File: src/rtl/mem_port_arbiter.sv
// Two-port arbiter for a single-port memory: CPU port (C) and loader/debug port (L).
// Define ARB_CPU_PRIORITY_EN for fixed CPU priority; default is round-robin.
module mem_port_arbiter #(
    parameter int AW      = 5,
    parameter int DW      = 8,
    parameter int MEM_LAT = 2
) (
    input  logic          clk,
    input  logic          reset,
    input  logic          c_req,
    input  logic          c_rw,
    input  logic [AW-1:0] c_addr,
    input  logic [DW-1:0] c_wdata,
    output logic          c_gnt,
    output logic          c_done,
    output logic [DW-1:0] c_rdata,
    input  logic          l_req,
    input  logic          l_rw,
    input  logic [AW-1:0] l_addr,
    input  logic [DW-1:0] l_wdata,
    output logic          l_gnt,
    output logic          l_done,
    output logic [DW-1:0] l_rdata,
    output logic          mem_rd,
    output logic          mem_rw,
    output logic [AW-1:0] mem_addr,
    output logic [DW-1:0] mem_wdata,
    input  logic [DW-1:0] mem_rdata,
    output logic          arb_busy
);

    localparam int CW = $clog2(MEM_LAT + 1);
    localparam logic [CW-1:0] CNT_LOAD = CW'(MEM_LAT - 1);

    typedef enum logic [1:0] {
        IDLE   = 2'd0,
        ACCESS = 2'd1,
        DONE   = 2'd2
    } state_t;

    state_t        state_reg;
    logic [CW-1:0] cnt_reg;
    logic          owner_reg;      // 0 = C, 1 = L
    logic [1:0]    gnt_reg;        // bit 0 = C, bit 1 = L
    logic [1:0]    done_reg;
    logic [DW-1:0] c_rdata_reg;
    logic [DW-1:0] l_rdata_reg;
    logic          mem_rd_reg;
    logic          mem_rw_reg;
    logic [AW-1:0] mem_addr_reg;
    logic [DW-1:0] mem_wdata_reg;
    logic          busy_reg;
`ifndef ARB_CPU_PRIORITY_EN
    logic          last_reg;       // port served most recently
`endif

    logic          pick_l;
    logic          sel_rw;
    logic [AW-1:0] sel_addr;
    logic [DW-1:0] sel_wdata;

    always_comb begin
        pick_l = 1'b0;
`ifdef ARB_CPU_PRIORITY_EN
        pick_l = l_req && !c_req;
`else
        // On a tie the port that was not served last wins.
        pick_l = l_req && (!c_req || !last_reg);
`endif
        sel_rw    = c_rw;
        sel_addr  = c_addr;
        sel_wdata = c_wdata;
        if (pick_l) begin
            sel_rw    = l_rw;
            sel_addr  = l_addr;
            sel_wdata = l_wdata;
        end
    end

    always_ff @(posedge clk) begin
        if (!reset) begin
            state_reg     <= IDLE;
            cnt_reg       <= '0;
            owner_reg     <= 1'b0;
            gnt_reg       <= '0;
            done_reg      <= '0;
            c_rdata_reg   <= '0;
            l_rdata_reg   <= '0;
            mem_rd_reg    <= 1'b0;
            mem_rw_reg    <= 1'b0;
            mem_addr_reg  <= '0;
            mem_wdata_reg <= '0;
            busy_reg      <= 1'b0;
`ifndef ARB_CPU_PRIORITY_EN
            last_reg      <= 1'b1;
`endif
        end else begin
            case (state_reg)
                IDLE: begin
                    if (c_req || l_req) begin
                        state_reg     <= ACCESS;
                        cnt_reg       <= CNT_LOAD;
                        owner_reg     <= pick_l;
                        gnt_reg       <= pick_l ? 2'b10 : 2'b01;
                        mem_rd_reg    <= !sel_rw;
                        mem_rw_reg    <= sel_rw;
                        mem_addr_reg  <= sel_addr;
                        mem_wdata_reg <= sel_wdata;
                        busy_reg      <= 1'b1;
                    end
                end
                ACCESS: begin
                    if (cnt_reg != '0) begin
                        cnt_reg <= cnt_reg - 1'b1;
                    end else begin
                        // Read data is valid in the last strobe cycle.
                        if (mem_rd_reg) begin
                            if (owner_reg) l_rdata_reg <= mem_rdata;
                            else           c_rdata_reg <= mem_rdata;
                        end
                        state_reg     <= DONE;
                        done_reg      <= gnt_reg;
                        mem_rd_reg    <= 1'b0;
                        mem_rw_reg    <= 1'b0;
                        mem_addr_reg  <= '0;
                        mem_wdata_reg <= '0;
                    end
                end
                DONE: begin
                    state_reg <= IDLE;
                    gnt_reg   <= '0;
                    done_reg  <= '0;
                    busy_reg  <= 1'b0;
`ifndef ARB_CPU_PRIORITY_EN
                    last_reg  <= owner_reg;
`endif
                end
                default: begin
                    state_reg <= IDLE;
                    gnt_reg   <= '0;
                    done_reg  <= '0;
                    busy_reg  <= 1'b0;
                end
            endcase
        end
    end

    assign c_gnt     = gnt_reg[0];
    assign l_gnt     = gnt_reg[1];
    assign c_done    = done_reg[0];
    assign l_done    = done_reg[1];
    assign c_rdata   = c_rdata_reg;
    assign l_rdata   = l_rdata_reg;
    assign mem_rd    = mem_rd_reg;
    assign mem_rw    = mem_rw_reg;
    assign mem_addr  = mem_addr_reg;
    assign mem_wdata = mem_wdata_reg;
    assign arb_busy  = busy_reg;

endmodule

File: config.mk
export PLATFORM = sky130hd
export DESIGN_NAME = mem_port_arbiter
export DESIGN_NICKNAME = d
export VERILOG_FILES = /design/src/rtl/mem_port_arbiter.sv
export SDC_FILE = /design/constraint.sdc
export NUM_CORES = 1
export LEC_CHECK = 0
export ABC_CLOCK_PERIOD_IN_PS = 1300
export CAP_MARGIN = 30
export CORE_ASPECT_RATIO = 1.5
export CORE_UTILIZATION = 35
export CTS_CLUSTER_DIAMETER = 60
export DETAILED_ROUTE_END_ITERATION = 7
export PLACE_DENSITY = 0.7
export SYNTH_ARGS = -nofsm -noshare
export SYNTH_HDL_FRONTEND = slang
export SYNTH_SLANG_ARGS = --single-unit
File: constraint.sdc
create_clock -name clk -period 1.3 [get_ports clk]
set_input_delay 0.325 -clock clk [delete_from_list [all_inputs] [get_ports clk]]
set_output_delay 0.325 -clock clk [all_outputs]
set_load 0.01 [all_outputs]
==> flow_results.org <==
** Place
- Detailed placement ended at an HPWL of 3503 um.
- Gp weighted congestion :: 0.7580
- PortBufs :: 75
- Prior to clock tree synthesis, the placed netlist has a worst setup slack of -0.4458 ns.
- In this run the cell area measured after placement is 2808 um^2.

** Logic synthesis
- Of the post-synthesis cell area, the dominant cell type holds 46.34%.
- Counting flops and latches in the post-synthesis netlist gives 42.
- Number of enable flip-flop cells after synthesis :: 0
- In this run the mean area of a mapped cell was 9.807 um^2.
- In the post-synthesis netlist, the biggest area contributors are sky130_fd_sc_hd__dfxtp_1 (46%), sky130_fd_sc_hd__o2bb2ai_2 (8.3%), sky130_fd_sc_hd__mux2i_1 (7.2%).
- For this run, the leading register cell type out of synthesis is sky130_fd_sc_hd__dfxtp_1.
- For this run, the number of Yosys warnings is 0.
- Distinct cells, synth :: 36
- In the synthesized netlist, the cells that appear most often are sky130_fd_sc_hd__dfxtp_1 (42), sky130_fd_sc_hd__a21oi_1 (21), sky130_fd_sc_hd__nand3_1 (18).
- Post-synthesis cell type with the largest combined area :: sky130_fd_sc_hd__dfxtp_1
- Count leader, synth :: sky130_fd_sc_hd__dfxtp_1
- Seq/Total Area, Yosys :: 46.34%
- In the synthesized netlist, the number of instances is 185.
- Area of the mapped netlist :: 1814 um^2
- In the synthesized netlist the async set-or-reset flop fraction comes to 0%.
- The number of nets in the synthesized netlist is 227.

** Detailed routing
- Via-to-Cell Ratio :: 5.202
- After the first detailed-routing iteration, the DRC count stood at 99.
- In this run the remaining antenna-violating nets after routing total 0.
- In the routed design, unresolved DRC markers number 0.
- The first detailed-routing pass ran for 5 iterations.
- Final Routed Wirelength :: 5345 um
- Detailed-route wire length per cell :: 15.18 um
- The routed layout has 1831 vias.

** Die
- Die Y-Extent :: 90.18 um
- In this run the core area contains 31 standard-cell rows.
- Area of the core :: 4887 um^2
- Floorplan die width :: 60.79 um
- Number of primary I/O pins :: 76
- Die area :: 5482 um^2
- Once the floorplan was initialized, standard cells occupied 37.12% of the core.

** Job
- Maximum Capacitance Violations :: 0

** STA
- The number of hold violations in the final report is 0.
- Setup violations remaining at the end of the flow were counted as 17.
- Hold slack final :: 0.4049 ns
- Min setup slack post-route :: -0.04092 ns
- Period Utilization, post-route :: 103.1%
- Unrepaired setup endpoints after global routing :: yes
- Final worst path period need :: 1.341 ns
- Timing would allow up to 0.7458 GHz.
- The max-slew violation count is 0.
- Clock skew on the completed layout was measured at 0.007055 ns.
- Fin Setup TNS :: -0.4775 ns
- For the pin with the worst max-slew slack, the measured transition is 0.2702 ns.
- Worst slew margin relative to its limit :: 81.47%

** Min path
- Hold path start :: reset
- Worst hold path class :: primary input to flip-flop
- The worst hold path passes through 3 cells.
- The path with the worst hold slack has its endpoint at last_reg$_SDFFE_PN1N_.

** Power and ir drop
- IR analysis of the VDD net gives a maximum drop of 0.7326 mV.
- Cell internal power was estimated by the tool at 2.440 mW.
- Total power divided by cell area :: 1014 nW/um^2
- Switching power as a share of total power :: 27.20%
- Sequential share of power :: 42.8%
- Share of power burned in combinational logic :: 26.9%
- Summed over all nets, the switching power comes to 0.9116 mW.
- Leakage component of the power :: 1.312 nW
- Of the total power, the clock network draws 30.3%.

** Global routing
- The initial antenna violation count came to 0.
- Total global routing track utilization :: 18.78%
- In the global route stage, met1 resource usage came out at 20.93%.
- Entering global routing, the biggest net connects 18 pins.
- Sum of overflow across all layers after global routing :: 0
- The number of global-route vias before repair came to 1747.
- GRT met3 Usage :: 4.604%
- Met2 GRT Util :: 34.07%
- met2 is the most crowded layer.
- Wire length of the first global-routing pass :: 7893 um

** Layout
- Cells fill 67.67% of the core in the end.
- Summing all multi-input logic gate instances after layout gives 1157 um^2.
- After the last flow step, the layout net total stands at 327.
- From synthesis to final layout, the design area changed by 82.28%.
- 0 antenna diodes ended up in the layout.
- In the final layout, the share of cells above drive strength 1 is 33.22%.
- Total area of sequential cells :: 845.8 um^2
- The finished cells cover 3307 um^2.
- Fill count :: 421

** Worst setup path
- The setup path with the least slack is of type flip-flop to flip-flop.
- Startpoint of the most critical register-to-register path :: cnt_reg[1]$_SDFFE_PN0P_
- Reg-to-reg slack, setup :: -0.04 ns
- Destination of the worst register-to-register timing path :: mem_addr[1]$_SDFFE_PN0P_
- Arr. time, crit path :: 1.53 ns
- At the worst endpoint, the required time is 1.49 ns.
- Number of cells traversed by the worst register-to-register path :: 7
- Crit-path max FO :: 6
- Crit. End Element :: flip-flop
- Critical path startpoint category :: flip-flop

** Clocking
- TritonCTS clock tree :: done
- The later pin in the worst-skew pair is clocked with a latency of 0.29 ns.
- Hold repair after CTS inserted 0 buffers.
- The H-tree generated during clock tree synthesis spans 2 levels.
- The tree is rooted in a sky130_fd_sc_hd__clkbuf_8.
- Clock-pin slew was measured on the worst setup and hold paths at 0.08 ns.
- The clock passes through at most 2 buffers.
- TritonCTS Sinks :: 42
- Number of buffers created by CTS :: 5

** Outcome
- The run finished, with violations left.
- Failing checks :: negative setup slack
[power by group through the flow]
stage               registers (mW)  logic [mW]  clock network (mW)
global route                  1.44       0.972                1.09
floorplan                     1.48       0.324                   0
global placement              1.46       0.763                   0
detailed placement            1.46       0.772                   0
CTS                           1.43       0.797                1.04
finish                        1.43       0.902                1.02
[how the worst max path moves through the flow]
stage / start / endpoint / slack [ns] / cells past startpoint
finish: cnt_reg[1]$_SDFFE_PN0P_ / mem_addr[1]$_SDFFE_PN0P_ / -0.04 / 7
global placement: c_req / mem_wdata[7]$_SDFFE_PN0P_ / -0.42 / 5
global route: cnt_reg[1]$_SDFFE_PN0P_ / mem_addr[1]$_SDFFE_PN0P_ / -0.09 / 7
detailed placement: l_req / mem_wdata[1]$_SDFFE_PN0P_ / -0.45 / 5
floorplan: cnt_reg[0]$_SDFFE_PN0P_ / c_rdata[4]$_SDFFE_PN0P_ / 0.006 / 7
CTS: cnt_reg[0]$_SDFFE_PN0P_ / mem_wdata[4]$_SDFFE_PN0P_ / -0.06 / 7
[per-layer routing]
| metal | up-vias | wire, um |
|---|---|---|
| met2 | 78 | 2937 |
| met4 | 0 | 139 |
| li1 | 887 | - |
| met5 | - | 0 |
| met3 | 12 | 309 |
| met1 | 854 | 1958 |
[through the flow]
| stage | total power, mW | std cells |
|---|---|---|
| after floorplan | 1.808 | 185 |
| after global placement | 2.219 | 334 |
| after detailed placement | 2.228 | 334 |
| after CTS | 3.261 | 348 |
| after global routing | 3.509 | 352 |
| final | 3.352 | 352 |
[placed cells by master (no fill, tap or decap), drive strengths merged, types with 2 or more instances in the layout]
cell,count
or3,2
dfxtp,42
inv,6
o2bb2ai,13
a32o,2
nand3,18
ha,2
dlygate4sd2,36
clkbuf,7
clkinvlp,2
mux2i,13
nand2b,3
a221oi,2
buf,30
o21ai,20
a21oi,21
o21ba,2
nor3b,2
clkdlybuf4s15,2
clkdlybuf4s50,36
nor2,5
nand2,4
[worst max-delay path, stage by stage, from the launching register on]
cell and delay (ns):
sky130_fd_sc_hd__dfxtp_2 0.33, sky130_fd_sc_hd__inv_2 0.07, sky130_fd_sc_hd__ha_4 0.15, sky130_fd_sc_hd__nor2b_1 0.04, sky130_fd_sc_hd__o31a_1 0.27, sky130_fd_sc_hd__buf_6 0.14, sky130_fd_sc_hd__buf_16 0.13, sky130_fd_sc_hd__o2bb2ai_2 0.11
[final cells by class]
| cell class | count | share of cell area [%] |
|---|---|---|
| Multi-Input combinational cell | 123 | 35.00 |
| Clock buffer | 6 | 2.194 |
| Inverter | 7 | 0.9081 |
| Sequential cell | 42 | 25.58 |
| Timing Repair Buffer | 106 | 32.69 |
| Tap cell | 66 | 2.497 |
| Clock inverter | 2 | 1.135 |
[logic make-up (layout without fill, tap and decap cells)]
logic type / count (synthesis) / in the layout / share of synthesized area [%]
compound gates: 67 / 67 / 27.52
fa+ha+maj: 2 / 2 / 1.379
buf+inv: 21 / 121 / 5.517
flops: 42 / 42 / 46.35
mux: 13 / 13 / 7.172
simple gates: 40 / 41 / 12.07
[what timing repair did]
action	4_1_cts	5_1_grt
resized for setup	47	55
setup buffers	4	3
hold endpoints to repair	0	0
gates cloned	2	1
pin swaps	0	23
endpoints found under the setup margin	65	33
(Power assumes the default switching activity.)
